`src/rtl/multi_reg_load_sequencer_if.sv`:
```
// ---------------------------------------------------------------------------
// multi_reg_load_sequencer_if
// Bundles the decode-side command inputs, the data-memory read channel and
// the register-file write port of the multi-register load sequencer.
//   master : the sequencer (consumes command/read data, drives requests,
//            register-file writes and status)
//   slave  : the environment (decode, data memory, register file)
// ---------------------------------------------------------------------------
interface multi_reg_load_sequencer_if #(
    parameter int WORD       = 32,
    parameter int ADDR_WIDTH = 4,
    parameter int NUM_REGS   = 16
);
    // decode command
    logic                  start_i;
    logic [NUM_REGS-1:0]   reg_list_i;
    logic [WORD-1:0]       base_addr_i;
    logic [ADDR_WIDTH-1:0] base_reg_i;
    logic                  writeback_base_i;
    // data memory read channel
    logic [WORD-1:0]       mem_rdata_i;
    logic                  mem_rvalid_i;
    logic                  mem_req_o;
    logic [WORD-1:0]       mem_addr_o;
    // register-file write port
    logic                  write_en_o;
    logic [ADDR_WIDTH-1:0] write_addr_o;
    logic [WORD-1:0]       reg_data_o;
    // pipeline status
    logic                  busy_o;
    logic                  stall_o;
    logic                  done_o;

    modport master (
        input  start_i, reg_list_i, base_addr_i, base_reg_i, writeback_base_i,
        input  mem_rdata_i, mem_rvalid_i,
        output mem_req_o, mem_addr_o,
        output write_en_o, write_addr_o, reg_data_o,
        output busy_o, stall_o, done_o
    );

    modport slave (
        output start_i, reg_list_i, base_addr_i, base_reg_i, writeback_base_i,
        output mem_rdata_i, mem_rvalid_i,
        input  mem_req_o, mem_addr_o,
        input  write_en_o, write_addr_o, reg_data_o,
        input  busy_o, stall_o, done_o
    );
endinterface

```
`src/rtl/multi_reg_load_sequencer.sv`:
```
// ---------------------------------------------------------------------------
// multi_reg_load_sequencer
// Executes Thumb multi-register loads (LDMIA/POP) through the register
// file's single write port. One word read is issued per listed register,
// lowest register first, with at most one read outstanding. Each returned
// word becomes one register-file write; an optional base writeback follows.
// The PC (highest register) is never written.
// Ports:
//   clk_i, rst_i : clock, synchronous active-high reset
//   bus          : command, memory read channel, register-file write port
//                  and busy/stall/done status (see interface file)
// All outputs are registered except stall_o, which must also cover the
// cycle in which start is presented.
// ---------------------------------------------------------------------------
module multi_reg_load_sequencer #(
    parameter int WORD       = 32,
    parameter int ADDR_WIDTH = 4,
    parameter int NUM_REGS   = 16
) (
    input  logic                         clk_i,
    input  logic                         rst_i,
    multi_reg_load_sequencer_if.master   bus
);
    localparam int CNT_W  = $clog2(NUM_REGS + 1);
    localparam int PC_IDX = NUM_REGS - 1;

    typedef enum logic [2:0] {
        S_IDLE, S_REQ, S_WAIT, S_WB_BASE, S_DONE
    } state_t;

    state_t                state_q;
    logic [NUM_REGS-1:0]   list_q;
    logic [WORD-1:0]       cur_addr_q;
    logic [WORD-1:0]       base_addr_q;
    logic [ADDR_WIDTH-1:0] base_reg_q;
    logic                  wb_q;
    logic                  base_in_list_q;
    logic [CNT_W-1:0]      count_q;
    logic [ADDR_WIDTH-1:0] cur_reg_q;

    logic                  mem_req_q;
    logic [WORD-1:0]       mem_addr_q;
    logic                  write_en_q;
    logic [ADDR_WIDTH-1:0] write_addr_q;
    logic [WORD-1:0]       reg_data_q;
    logic                  busy_q;
    logic                  done_q;

    // Incoming list with the PC bit dropped
    logic [NUM_REGS-1:0]   masked_list;
    genvar gi;
    generate
        for (gi = 0; gi < NUM_REGS; gi++) begin : g_mask
            if (gi == PC_IDX) begin : g_pc
                assign masked_list[gi] = 1'b0;
            end else begin : g_gpr
                assign masked_list[gi] = bus.reg_list_i[gi];
            end
        end
    endgenerate

    logic [CNT_W-1:0]      start_count;
    logic [ADDR_WIDTH-1:0] low_idx;
    logic [NUM_REGS-1:0]   list_after;
    logic [WORD-1:0]       next_addr;

    always_comb begin
        start_count = '0;
        for (int i = 0; i < NUM_REGS; i++) begin
            start_count = start_count + CNT_W'(masked_list[i]);
        end
    end

    // Lowest set bit of the remaining list: scan downward so the last hit wins
    always_comb begin
        low_idx = '0;
        for (int i = NUM_REGS - 1; i >= 0; i--) begin
            if (list_q[i]) begin
                low_idx = ADDR_WIDTH'(i);
            end
        end
    end

    assign list_after = list_q & ~(NUM_REGS'(1) << cur_reg_q);
    assign next_addr  = cur_addr_q + WORD'(4);

    always_ff @(posedge clk_i) begin
        if (rst_i) begin
            state_q        <= S_IDLE;
            list_q         <= '0;
            cur_addr_q     <= '0;
            base_addr_q    <= '0;
            base_reg_q     <= '0;
            wb_q           <= 1'b0;
            base_in_list_q <= 1'b0;
            count_q        <= '0;
            cur_reg_q      <= '0;
            mem_req_q      <= 1'b0;
            mem_addr_q     <= '0;
            write_en_q     <= 1'b0;
            write_addr_q   <= '0;
            reg_data_q     <= '0;
            busy_q         <= 1'b0;
            done_q         <= 1'b0;
        end else begin
            // Pulses default low; address/data hold their last values
            mem_req_q  <= 1'b0;
            write_en_q <= 1'b0;
            done_q     <= 1'b0;
            case (state_q)
                S_IDLE: begin
                    if (bus.start_i) begin
                        list_q         <= masked_list;
                        cur_addr_q     <= bus.base_addr_i;
                        base_addr_q    <= bus.base_addr_i;
                        base_reg_q     <= bus.base_reg_i;
                        // A PC base would be a PC write; suppress it here
                        wb_q           <= bus.writeback_base_i &&
                                          (bus.base_reg_i != ADDR_WIDTH'(PC_IDX));
                        base_in_list_q <= masked_list[bus.base_reg_i];
                        count_q        <= start_count;
                        busy_q         <= 1'b1;
                        if (masked_list == '0) begin
                            state_q <= S_DONE;
                            done_q  <= 1'b1;
                        end else begin
                            state_q    <= S_REQ;
                            mem_req_q  <= 1'b1;
                            mem_addr_q <= bus.base_addr_i;
                        end
                    end
                end
                S_REQ: begin
                    cur_reg_q <= low_idx;
                    state_q   <= S_WAIT;
                end
                S_WAIT: begin
                    if (bus.mem_rvalid_i) begin
                        write_en_q   <= 1'b1;
                        write_addr_q <= cur_reg_q;
                        reg_data_q   <= bus.mem_rdata_i;
                        list_q       <= list_after;
                        cur_addr_q   <= next_addr;
                        if (list_after != '0) begin
                            state_q    <= S_REQ;
                            mem_req_q  <= 1'b1;
                            mem_addr_q <= next_addr;
                        end else if (wb_q && !base_in_list_q) begin
                            state_q <= S_WB_BASE;
                        end else begin
                            state_q <= S_DONE;
                            done_q  <= 1'b1;
                        end
                    end
                end
                S_WB_BASE: begin
                    write_en_q   <= 1'b1;
                    write_addr_q <= base_reg_q;
                    reg_data_q   <= base_addr_q + (WORD'(count_q) << 2);
                    state_q      <= S_DONE;
                    done_q       <= 1'b1;
                end
                S_DONE: begin
                    state_q <= S_IDLE;
                    busy_q  <= 1'b0;
                end
                default: begin
                    state_q <= S_IDLE;
                    busy_q  <= 1'b0;
                end
            endcase
        end
    end

    assign bus.mem_req_o    = mem_req_q;
    assign bus.mem_addr_o   = mem_addr_q;
    assign bus.write_en_o   = write_en_q;
    assign bus.write_addr_o = write_addr_q;
    assign bus.reg_data_o   = reg_data_q;
    assign bus.busy_o       = busy_q;
    assign bus.done_o       = done_q;
    // Stall in the very cycle start is presented, before busy is registered
    assign bus.stall_o      = busy_q | (bus.start_i & (state_q == S_IDLE));
endmodule

```
`src/flat_wrapper.sv`:
```
// flat-port wrapper written by rule: the top's interface ports become plain ports
module multi_reg_load_sequencer_flat 
#(
    parameter int WORD       = 32,
    parameter int ADDR_WIDTH = 4,
    parameter int NUM_REGS   = 16
)
  (clk_i, rst_i, bus_start_i, bus_reg_list_i, bus_base_addr_i, bus_base_reg_i, bus_writeback_base_i, bus_mem_rdata_i, bus_mem_rvalid_i, bus_mem_req_o, bus_mem_addr_o, bus_write_en_o, bus_write_addr_o, bus_reg_data_o, bus_busy_o, bus_stall_o, bus_done_o);
  multi_reg_load_sequencer_if #(.WORD(WORD), .ADDR_WIDTH(ADDR_WIDTH), .NUM_REGS(NUM_REGS)) bus_i ();
  input  logic clk_i;
  input  logic rst_i;
  input wire logic [$bits(bus_i.start_i)-1:0] bus_start_i;
  input wire logic [$bits(bus_i.reg_list_i)-1:0] bus_reg_list_i;
  input wire logic [$bits(bus_i.base_addr_i)-1:0] bus_base_addr_i;
  input wire logic [$bits(bus_i.base_reg_i)-1:0] bus_base_reg_i;
  input wire logic [$bits(bus_i.writeback_base_i)-1:0] bus_writeback_base_i;
  input wire logic [$bits(bus_i.mem_rdata_i)-1:0] bus_mem_rdata_i;
  input wire logic [$bits(bus_i.mem_rvalid_i)-1:0] bus_mem_rvalid_i;
  output wire logic [$bits(bus_i.mem_req_o)-1:0] bus_mem_req_o;
  output wire logic [$bits(bus_i.mem_addr_o)-1:0] bus_mem_addr_o;
  output wire logic [$bits(bus_i.write_en_o)-1:0] bus_write_en_o;
  output wire logic [$bits(bus_i.write_addr_o)-1:0] bus_write_addr_o;
  output wire logic [$bits(bus_i.reg_data_o)-1:0] bus_reg_data_o;
  output wire logic [$bits(bus_i.busy_o)-1:0] bus_busy_o;
  output wire logic [$bits(bus_i.stall_o)-1:0] bus_stall_o;
  output wire logic [$bits(bus_i.done_o)-1:0] bus_done_o;
  assign bus_i.start_i = bus_start_i;
  assign bus_i.reg_list_i = bus_reg_list_i;
  assign bus_i.base_addr_i = bus_base_addr_i;
  assign bus_i.base_reg_i = bus_base_reg_i;
  assign bus_i.writeback_base_i = bus_writeback_base_i;
  assign bus_i.mem_rdata_i = bus_mem_rdata_i;
  assign bus_i.mem_rvalid_i = bus_mem_rvalid_i;
  assign bus_mem_req_o = bus_i.mem_req_o;
  assign bus_mem_addr_o = bus_i.mem_addr_o;
  assign bus_write_en_o = bus_i.write_en_o;
  assign bus_write_addr_o = bus_i.write_addr_o;
  assign bus_reg_data_o = bus_i.reg_data_o;
  assign bus_busy_o = bus_i.busy_o;
  assign bus_stall_o = bus_i.stall_o;
  assign bus_done_o = bus_i.done_o;
  multi_reg_load_sequencer #(.WORD(WORD), .ADDR_WIDTH(ADDR_WIDTH), .NUM_REGS(NUM_REGS)) u_core (.clk_i(clk_i), .rst_i(rst_i), .bus(bus_i));
endmodule
```
`config.mk`:
```
export PLATFORM = sky130hd
export DESIGN_NAME = multi_reg_load_sequencer_flat
export DESIGN_NICKNAME = d
export VERILOG_FILES = /design/src/rtl/multi_reg_load_sequencer_if.sv /design/src/rtl/multi_reg_load_sequencer.sv /design/src/flat_wrapper.sv
export SDC_FILE = /design/constraint.sdc
export NUM_CORES = 1
export LEC_CHECK = 0
export ABC_AREA = 1
export BUFFER_PORTS_ARGS = -buffer_cell sky130_fd_sc_hd__buf_2
export CORE_AREA = 2 2 148 150
export DETAILED_ROUTE_END_ITERATION = 8
export DIE_AREA = 0 0 150 152
export HOLD_SLACK_MARGIN = 0.15
export PLACE_DENSITY = 0.73
export SYNTH_ARGS = -nofsm -noshare
export SYNTH_HDL_FRONTEND = slang
export SYNTH_SLANG_ARGS = --single-unit
```
`constraint.sdc`:
```
create_clock -name clk_i -period 3.82 [get_ports clk_i]
set_input_delay 0.382 -clock clk_i [delete_from_list [all_inputs] [get_ports clk_i]]
set_output_delay 0.382 -clock clk_i [all_outputs]
set_load 0.02 [all_outputs]
```
==> impl_summary.md <==
Routing
The detailed router's first-iteration violation count is 826. The vias per cell is 5.31. The routed wire length is 27.7 mm. The detailed-route wire length per cell is around 16 microns.

The number of nets with antenna violations after detailed routing is 0. Detailed routing inserted a total of a little over 9,000 vias. Before antenna repair, the detailed router went through 6 iterations. After detailed routing, the number of remaining DRC violations is 0.

Timing
The slew of the pin with the lowest slew margin is 1.04 ns. In the final timing run, aggregate negative setup slack is 0 ns. Counting I/O delays and the setup requirement, the final critical path takes 3.48 ns. The max-slew violation count came to 0. Measured against its own limit, the worst slew margin works out to 30.5%. After layout, the worst path uses 91.0% of the clock period. On the final layout, the worst clock skew is 0.0133 ns. The count of endpoints failing hold in the final timing report is 0. The final hold slack is 0.215 ns. Based on the critical path, the design can be clocked at up to 288 MHz. Across all setup checks in the final design, the least slack found is 0.344 ns. The final setup violation count is 0. Setup repair after global routing left no endpoint under its margin.

Setup path
The worst setup path is launched from an input pin. The setup check on the worst reg-to-reg path leaves a slack of 0.66 ns. The worst setup path is captured at a flop. The setup path with the least slack is of type in2reg. The worst register-to-register path begins at u_core.state_q[2].

Data arrives at the worst endpoint at between 3 and 4 ns. The critical path data required time is 4.15 ns. For the worst flop-to-flop path, the logic depth is 10. In this run the worst path has a maximum fanout of 2.

In this run the critical register-to-register path is captured at u_core.bus.mem_addr_o[0].

CTS
The count of instances resized after the clock tree is built is 0. The number of post-CTS setup repair buffers is 0. The number of hold-repair buffers added at the cts stage is 0. Clock tree synthesis found a total of 170 sinks. The later pin in the worst-skew pair is clocked with a latency of 0.44 ns. Clock-pin slew was measured on the worst setup and hold paths at 0.07 ns. TritonCTS built the clock tree. Counting the buffers created by CTS gives 17. The H-tree was split into 4 levels.

The root buffer cell is clkbuf_16. The largest buffer count on any clock path is 2.

Yosys
The netlist area before placement is 0.00923 sq mm. The post-synthesis net count is 1,447. The top cell type by area accounts for 36.9% of the synthesized area. The biggest area contributor in the post-synthesis netlist is dfxtp_1. The cell count after synthesis came out at 1,335. Ranked by total cell area, the synthesized netlist is headed by dfxtp_1 (37%), nand2_1 (11%), o21ai_0 (8.4%).

In this run, synthesis produced a sequential element count of 170. The Yosys step of the flow raised 0 warnings. A synthesized cell averages 6.91 sq um. The part of the Yosys area used for sequential elements is 36.9%. Among all cell types in the netlist, the one instantiated most often is nand2_1.

The distinct cell type count after synthesis is 48. The number of synthesized flops with an enable pin is 0. The proportion of register bits with asynchronous set or reset after synthesis is 0%. For this run, the leading register cell type out of synthesis is dfxtp_1.

The commonest cells after synthesis are nand2_1 (272), nor2_1 (177), dfxtp_1 (170), o21ai_0 (155), inv_1 (120).

Floorplanning
Pin placement for this block handled 162 I/O pins. The overall die height is 152 microns. The die outline area is between 0.02 and 0.025 sq mm. The number of cell rows is 54. In this run the standard cell core region covers 0.0214 sq mm.

For this configuration, the core starts out at a cell density of about 43%. In this run the horizontal extent of the chip is 150 microns.

GRT
The number of antenna violations at the first check in global routing is 1. Entering global routing, the biggest net connects 73 pins. The number of global-route vias before repair is about 8,500. The final global-route overflow total is 0.

The first global-routing pass estimated roughly 44 mm of wire. The overall track demand over capacity in global routing is about a quarter.

Layout
The post-route non-filler standard cell count is 1,752. Once layout is complete, the utilization of the core stands at 50.6%. The area used by sequential logic in the layout is 0.00340 sq mm. The count of antenna diodes in the layout is 0. The count of filler cells inserted in the layout is 2,159. The post-layout instance area is roughly 0.011 sq mm. The area growth from synthesis to layout is 17.0%. The number of nets in the layout is 1,571.

The share of post-route cells with drive strength above 1 is 17.4%. The multi-input combinational cells in the finished layout cover a total of roughly 0.005 sq mm.

Run status
The run finished with clean final reports.

Worst hold path
The cell depth of the worst hold path is 3. The hold path startpoint is bus_mem_rdata_i[3]. The worst-case hold path end point is u_core.bus.reg_data_o[3]. In this run the worst hold path is classified as in2reg.

Power
The ratio of total power to cell area is slightly above 500 mW/mm^2. Across the VDD grid, the largest voltage drop is 0.275 mV. The sequential fraction of design power is 40.0%. The static leakage is about 4.8 nW. The combinational share of power is 25.8%. The switching fraction of total power is 34.9%. The power spent charging and discharging nets is a little under 2 mW. After layout, the design draws a total of 5.59 mW. Cell internal power was estimated by the tool at ~3.6 mW. The clock share of power is roughly a third.

Place
The post-placement cell area is 0.0102 sq mm. Routability-driven placement finished with a final weighted congestion of just over 0.9. The worst-case setup slack after placement is -0.103 ns. The wire-length estimate of the detail-placed layout is roughly 20 mm.

The instance count after placement with tap cells included is approximately 1,700. The number of port buffers is 160.

Job
The number of max-capacitance violations reported is 0.
## critical path: stages
cell      delay [ns]
buf_2           0.09
inv_1           0.05
ha_1            0.26
inv_1           0.04
fa_1            0.48
inv_1           0.05
fa_1            0.38
inv_1           0.08
fa_1            0.44
fa_1            0.57
inv_1           0.05
ha_1            0.28
nand2_1         0.06
nor2_1          0.04
a211oi_1        0.26
nor2_1          0.08
o221ai_1        0.17
inv_1           0.05
## final cells by class
cell class | instances | share of cell area [%]
tap | 280 | 3.24
timing repair buffer | 174 | 8.39
multi-input combinational | 965 | 46.3
inverter | 131 | 4.59
sequential | 170 | 31.5
clock inverter | 13 | 1.91
clock buffer | 19 | 4.01
## cell usage in the layout (no fill, tap or decap), drive strengths merged, types with 2 or more instances in the layout
cell / instances
or2: 17
dfxtp: 170
nor3: 26
fa: 10
xnor2: 12
clkinv: 6
nand4: 25
o21ai: 166
nor2: 188
a22o: 3
o221ai: 5
inv: 134
o311ai: 2
xor2: 24
a21oi: 71
o211ai: 14
nor4: 9
buf: 174
nand3: 50
a211oi: 3
o21bai: 5
clkbuf: 19
ha: 13
a31oi: 40
bufinv: 4
nor3b: 2
nand2: 274
## sequential cells by signal, indices dropped and copies added (netlist names), 3 cells and up
| register | cells |
|---|---|
| u_core.bus.mem_addr_o | 32 |
| u_core.state_q | 3 |
| u_core.list_q | 16 |
| u_core.bus.reg_data_o | 32 |
| u_core.count_q | 5 |
| u_core.cur_addr_q | 32 |
| u_core.bus.write_addr_o | 4 |
| u_core.cur_reg_q | 4 |
| u_core.base_reg_q | 4 |
| u_core.base_addr_q | 32 |
## routing by layer
layer,share of wire [%],vias up,track usage [%]
li1,-,4660,-
met1,46,4235,33.9
met2,45,358,37.9
met3,6.4,47,3.87
met4,2.4,2,8.04
met5,0.058,-,0
## logic make-up (layout without fill, tap and decap cells)
kind of cell	Yosys count	count (layout)	share of synthesized area, %
buf+inv	200	337	8.97
xor+xnor	36	36	3.42
mux	1	1	0.108
compound gates	312	312	18.8
flops	170	170	36.9
fa+ha+maj	23	23	3.93
simple gates	593	593	27.9
## power by group through the flow
stage | sequential, mW | clock (mW) | combinational (mW)
after floorplan | 2.30 | 0 | 0.967
after global placement | 2.26 | 0 | 1.41
after detailed placement | 2.27 | 0 | 1.43
after CTS | 2.23 | 1.92 | 1.44
after global routing | 2.26 | 1.99 | 1.64
final | 2.24 | 1.91 | 1.44
## worst max path at each step
stage / start / to / slack, ns / cells past startpoint
4_1_cts: bus_reg_list_i[0] / u_core.count_q[3] / 0.36 / 18
3_3_place_gp: bus_reg_list_i[0] / u_core.count_q[3] / -0.05 / 18
5_1_grt: bus_reg_list_i[0] / u_core.count_q[4] / 0.14 / 17
3_5_place_dp: bus_reg_list_i[0] / u_core.count_q[3] / -0.10 / 18
2_1_floorplan: bus_reg_list_i[0] / u_core.count_q[3] / 0.12 / 17
6_report: bus_reg_list_i[0] / u_core.count_q[3] / 0.34 / 18
Note: power is estimated with default switching activity, not from simulation.
